`config.mk`:
```
export PLATFORM = sky130hd
export DESIGN_NAME = clock_step_unit
export DESIGN_NICKNAME = d
export VERILOG_FILES = /design/src/rtl/clock_step_pkg.sv /design/src/rtl/debouncer.sv /design/src/rtl/clock_step_unit.sv
export SDC_FILE = /design/constraint.sdc
export NUM_CORES = 1
export LEC_CHECK = 0
export CAP_MARGIN = 5
export CORE_UTILIZATION = 55
export DETAILED_ROUTE_END_ITERATION = 7
export DONT_BUFFER_PORTS = 1
export PLACE_DENSITY = 0.67
export SLEW_MARGIN = 25
export SYNTH_ARGS = -nofsm -noshare
export SYNTH_HDL_FRONTEND = slang
export SYNTH_SLANG_ARGS = --single-unit
```
`constraint.sdc`:
```
create_clock -name pin_clock -period 3 [get_ports pin_clock]
set_input_delay 0.15 -clock pin_clock [delete_from_list [all_inputs] [get_ports pin_clock]]
set_output_delay 0.15 -clock pin_clock [all_outputs]
set_load 0.03 [all_outputs]
```
`src/rtl/clock_step_pkg.sv`:
```
// Shared types and constants for the CPU clock-enable generator.
package clock_step_pkg;

    // Top-level operating state of the tick generator.
    typedef enum logic [1:0] {
        S_STEP = 2'd0,
        S_RUN  = 2'd1,
        S_HALT = 2'd2
    } step_state_t;

    // Flop count of every asynchronous-input synchroniser.
    localparam int SYNC_STAGES = 2;

endpackage

```
`src/rtl/debouncer.sv`:
```
// Push-button conditioner: synchronises the raw button, accepts a new level
// only after it has been stable for CYCLES clocks, and emits a one-cycle
// pulse when the accepted level rises.
module debouncer
    import clock_step_pkg::*;
#(
    parameter int CYCLES = 1_000_000
) (
    input  logic clk,
    input  logic rst_n,
    input  logic raw,
    output logic rise
);

    // The counter only has to reach CYCLES-1 before the level flips.
    localparam int CNT_W = (CYCLES > 1) ? $clog2(CYCLES) : 1;
    localparam logic [CNT_W-1:0] CNT_LAST = CNT_W'(CYCLES - 1);

    logic [SYNC_STAGES-1:0] sync_reg;
    logic [CNT_W-1:0]       cnt_reg;
    logic [CNT_W-1:0]       cnt_next;
    logic                   level_reg;
    logic                   level_next;
    logic                   rise_reg;
    logic                   rise_next;
    logic                   synced;

    assign synced = sync_reg[SYNC_STAGES-1];
    assign rise   = rise_reg;

    // Shift the raw button through the synchroniser chain.
    always_ff @(posedge clk or negedge rst_n) begin
        if (!rst_n) begin
            sync_reg <= '0;
        end else begin
            sync_reg <= {sync_reg[SYNC_STAGES-2:0], raw};
        end
    end

    // Count consecutive cycles of disagreement; flip the level on the last one.
    always_comb begin
        cnt_next   = '0;
        level_next = level_reg;
        rise_next  = 1'b0;
        if (synced != level_reg) begin
            if (cnt_reg == CNT_LAST) begin
                level_next = synced;
                rise_next  = synced;
            end else begin
                cnt_next = cnt_reg + 1'b1;
            end
        end
    end

    // Register the stable counter, accepted level and rising-edge pulse.
    always_ff @(posedge clk or negedge rst_n) begin
        if (!rst_n) begin
            cnt_reg   <= '0;
            level_reg <= 1'b0;
            rise_reg  <= 1'b0;
        end else begin
            cnt_reg   <= cnt_next;
            level_reg <= level_next;
            rise_reg  <= rise_next;
        end
    end

endmodule

```
`src/rtl/clock_step_unit.sv`:
```
// CPU clock-enable generator: free-running at one of two rates, debounced
// single-step, and CPU halt. Produces a registered one-cycle tick, a wrapping
// tick counter and a running status bit.
module clock_step_unit
    import clock_step_pkg::*;
#(
    parameter int RATIO_SLOW      = 100_000_000,
    parameter int RATIO_FAST      = 1_000_000,
    parameter int DEBOUNCE_CYCLES = 1_000_000,
    parameter int TICK_W          = 16
) (
    input  logic              pin_clock,
    input  logic              pin_n_reset,
    input  logic              mode_run,
    input  logic              speed_sel,
    input  logic              step_btn,
    input  logic              halt,
    output logic              tick,
    output logic [TICK_W-1:0] tick_count,
    output logic              running
);

    localparam int RATIO_MAX = (RATIO_SLOW > RATIO_FAST) ? RATIO_SLOW : RATIO_FAST;
    localparam int PRE_W     = $clog2(RATIO_MAX);
    localparam logic [PRE_W-1:0] LAST_SLOW = PRE_W'(RATIO_SLOW - 1);
    localparam logic [PRE_W-1:0] LAST_FAST = PRE_W'(RATIO_FAST - 1);

    // Bit 0 = mode_run, bit 1 = speed_sel.
    logic [1:0] sw_raw;
    logic [1:0] sw_sync;
    logic       mode_sync;
    logic       speed_sync;
    logic       step_req;

    step_state_t       state_reg;
    step_state_t       state_next;
    logic [PRE_W-1:0]  prescale_reg;
    logic [PRE_W-1:0]  prescale_next;
    logic [PRE_W-1:0]  prescale_last;
    logic              speed_applied_reg;
    logic              speed_changed;
    logic              tick_reg;
    logic              tick_next;
    logic [TICK_W-1:0] tick_count_reg;
    logic              running_reg;

    assign sw_raw     = {speed_sel, mode_run};
    assign mode_sync  = sw_sync[0];
    assign speed_sync = sw_sync[1];

    generate
        for (genvar gi = 0; gi < 2; gi++) begin : g_sw_sync
            logic [SYNC_STAGES-1:0] chain_reg;
            // Two-flop synchroniser for one asynchronous switch.
            always_ff @(posedge pin_clock or negedge pin_n_reset) begin
                if (!pin_n_reset) begin
                    chain_reg <= '0;
                end else begin
                    chain_reg <= {chain_reg[SYNC_STAGES-2:0], sw_raw[gi]};
                end
            end
            assign sw_sync[gi] = chain_reg[SYNC_STAGES-1];
        end
    endgenerate

    debouncer #(
        .CYCLES (DEBOUNCE_CYCLES)
    ) u_step_db (
        .clk   (pin_clock),
        .rst_n (pin_n_reset),
        .raw   (step_btn),
        .rise  (step_req)
    );

    assign speed_changed = (speed_sync != speed_applied_reg);
    assign prescale_last = speed_sync ? LAST_FAST : LAST_SLOW;

    // Next state: halt beats run, run beats step.
    always_comb begin
        state_next = S_STEP;
        if (halt) begin
            state_next = S_HALT;
        end else if (mode_sync) begin
            state_next = S_RUN;
        end
    end

    // Prescaler and tick decision. Halt suppresses any tick outright; leaving
    // run clears the count. A speed change restarts the period with the change
    // cycle itself counted as 0, so the next tick is exactly RATIO_new later.
    always_comb begin
        prescale_next = '0;
        tick_next     = 1'b0;
        if (!halt) begin
            case (state_reg)
                S_RUN: begin
                    if (state_next == S_RUN) begin
                        if (speed_changed) begin
                            prescale_next = PRE_W'(1);
                        end else if (prescale_reg == prescale_last) begin
                            tick_next = 1'b1;
                        end else begin
                            prescale_next = prescale_reg + 1'b1;
                        end
                    end
                end
                S_STEP: begin
                    tick_next = step_req;
                end
                default: begin
                end
            endcase
        end
    end

    // State, prescaler, tick and status registers.
    always_ff @(posedge pin_clock or negedge pin_n_reset) begin
        if (!pin_n_reset) begin
            state_reg         <= S_STEP;
            prescale_reg      <= '0;
            speed_applied_reg <= 1'b0;
            tick_reg          <= 1'b0;
            tick_count_reg    <= '0;
            running_reg       <= 1'b0;
        end else begin
            state_reg         <= state_next;
            prescale_reg      <= prescale_next;
            speed_applied_reg <= speed_sync;
            tick_reg          <= tick_next;
            running_reg       <= (state_reg == S_RUN);
            if (tick_next) begin
                tick_count_reg <= tick_count_reg + 1'b1;
            end
        end
    end

    assign tick       = tick_reg;
    assign tick_count = tick_count_reg;
    assign running    = running_reg;

endmodule
```
==> impl_metrics.tcl <==
set metrics [dict create \
    grt_usage_pct 20.4 \
    cts.sinks 76 \
    synth_flop_cell "dfrtp_1" \
    worstRegToRegCells 6 \
    p_switching_uw 417 \
    fin_nets 353 \
    r2r_start "prescale_reg[8]" \
    pwr-share-clk_pct 47.1 \
    worstSetupStartpointType "flop" \
    wl_per_cell_microns 15.4 \
    diodes 0 \
    routed_wl_microns 6550 \
    r2r_slack_ns 0.80 \
    final_cell_mix "dfrtp_1, nor2_1, xor2_1, xnor2_1" \
    cts_tree "yes" \
    fin_crit_ns 2.20 \
    overflow 0 \
    power_leakage_nw 1.73 \
    cp-end-kind "flop" \
    async_reset_ff_share_pct 100 \
    hold_end "tick_count[2]" \
    rows 29 \
    nFillCells 516 \
    crit_path_max_fanout 15 \
    post_cts_buffers 0 \
    power_density_nw_per_um2 504 \
    design.core.area_sq_um 6420 \
    sw_frac_of_total_pct 20.2 \
    status "completed" \
    power.internal_mw 1.65 \
    min_path_type "in -> reg" \
    vias_per_cell 5.70 \
    r2r_end "tick_count[1]" \
    ys_seq_elements 76 \
    vias 2428 \
    synth_cell_types 47 \
    dieArea_sq_um 7060 \
    holdCritStartpoint "halt" \
    drtIter0Drc 78 \
    largest_reg_flops 27 \
    antenna_left 0 \
    synth-seq-area-share_pct 51.4 \
    initial_core_util_pct 57.6 \
    finalSetupViolations 0 \
    first_pass_iters 4 \
    port_buffers 0 \
    die_y_microns 84.0 \
    holdPathStages 3 \
    seq_area_sq_um 1900 \
    antenna_found_initial 0 \
    syn_to_final_growth_pct 10.7 \
    skew_ns 0.00837 \
    synth_cells 333 \
    dpl.hpwl_microns 4210 \
    timing.final.ws_setup_ns 0.798 \
    ios 24 \
    clock_path_buffers 2 \
    clk_latency_ns 0.35 \
    drive_gt1_share_pct 14.6 \
    worstSetupPathType "reg -> reg" \
    grt_pass1_vias 2350 \
    required_ns 3.23 \
    synth-edff-count 0 \
    dpl_worst_slack_ns 0.842 \
    setup_tns_ns 0 \
    max_freq_ghz 0.454 \
    cts.clk_slew.worst_paths_ns 0.08 \
    maxSlewHeadroom_pct 42.5 \
    grt_pass1_wl_microns 11200 \
    rsz0062_at_grt "false" \
    maxCapViolCount 0 \
    yosysWarnings 0 \
    layout_commonest_cell "dfrtp_1" \
    grt_max_degree 77 \
    p_comb_share_pct 2.3 \
    synth_fp_nets 342 \
    cts-htree-levels 3 \
    place_congestion 0.778 \
    fp.dieW_microns 84.0 \
    syn-cell-area_sq_um 3700 \
    tightest_slew_ns 0.863 \
    fin_crit_sh_pct 73.4 \
    cts-root-buf "clkbuf_8" \
    ir_drop_mv 0.354 \
    p_seq_share_pct 50.6 \
    numCtsBuffers 9 \
    multi_input_area_sq_um 1730 \
    arrival_ns 2.44 \
    drc_errors 0 \
    hold_viol_final 0 \
    final_max_slew_viol_count 0 \
    syn_area_per_cell_sq_um 11.1 \
]
through the flow:
stage,std cells,utilization [%],power [mW],area (sq um),hold slack (ns)
5_1_grt,426,63.8,2.13,4100,0.0293
4_1_cts,426,63.8,2.08,4100,0.00332
6_report,426,63.8,2.06,4100,0.0123
2_1_floorplan,333,-,1.08,3700,-0.146
3_3_place_gp,404,58.7,1.08,3770,-0.142
3_5_place_dp,404,58.7,1.08,3770,-0.143
worst max-delay path, stage by stage (launching register included):
cell	delay [ns]
dfrtp_1	0.45
nor4bb_1	0.39
nand4_1	0.24
a2111oi_4	0.30
buf_4	0.29
o21ai_2	0.10
mux2_1	0.31
final cells by class:
type | count | area share, %
Clock buffer | 12 | 3.79
Clock inverter | 4 | 2.32
Inverter | 6 | 0.550
Multi-Input combinational cell | 242 | 42.1
Sequential cell | 76 | 46.4
Tap cell | 77 | 2.35
Timing Repair Buffer | 9 | 2.44
power by group through the flow:
stage / Clock, mW / Combinational [mW] / Sequential, mW
after global routing: 1.03 / 0.0536 / 1.05
after detailed placement: 0 / 0.0182 / 1.06
after CTS: 0.991 / 0.0484 / 1.04
final: 0.972 / 0.0468 / 1.04
after global placement: 0 / 0.0178 / 1.06
after floorplan: 0 / 0.0155 / 1.06
worst max path at each step:
stage,from,to,slack [ns],cells after the start
floorplan,prescale_reg[23],tick_count[10],1.06,6
global placement,prescale_reg[8],tick_count[1],0.85,6
detailed placement,prescale_reg[8],tick_count[1],0.84,6
CTS,prescale_reg[12],tick_count[1],0.81,6
global route,prescale_reg[8],tick_count[1],0.64,6
finish,prescale_reg[8],tick_count[1],0.80,6
synthesized netlist by cell type (2+ instances only):
cell type  count  area (sq um)
and4_2         4          40.0
nor3_1         5          25.0
ha_1           3          37.5
clkbuf_1       5          18.8
and3_2         3          22.5
nand4_1       12          75.1
nand2_1       16          60.1
o2111ai_1      4          35.0
o211ai_2       4          50.1
o2111ai_2      6          90.1
dfrtp_1       76          1900
xnor2_1       29           254
xor2_1        31           272
nand4b_1       2          17.5
and3_1        13          81.3
nor4b_1        3          26.3
and2_1         8          50.1
nor3b_1        2          15.0
nor2b_1        2          12.5
and2_2         2          15.0
inv_1          6          22.5
buf_6          2          22.5
nor4_1         4          25.0
nor2_1        49           184
and4_1         5          43.8
nand3_1       16          80.1
timing repair:
item	in CTS	in global routing
hold buffers	6	0
resized for setup	0	0
endpoints found under the hold margin	81	0
routing by layer:
metal  part of all wire, %  GRT usage, %  vias up
li1                      -             -     1190
met2                    46          30.8       34
met5                     0             0        -
met4                   1.6          8.31        0
met3                   3.2          5.54       11
met1                    49          28.1     1193
cell families after synthesis:
family                   count (synthesis)  share of synthesized area, %
AO/OA/AOI/OAI                           19                          6.46
XOR/XNOR                                60                          14.2
adder cells (fa/ha/maj)                  3                          1.01
buffers and inverters                   15                          2.13
flip-flops                              76                          51.4
multiplexers                             2                         0.608
AND/OR/NAND/NOR                        158                          24.2
No activity file was read; power rests on OpenSTA's default activity.
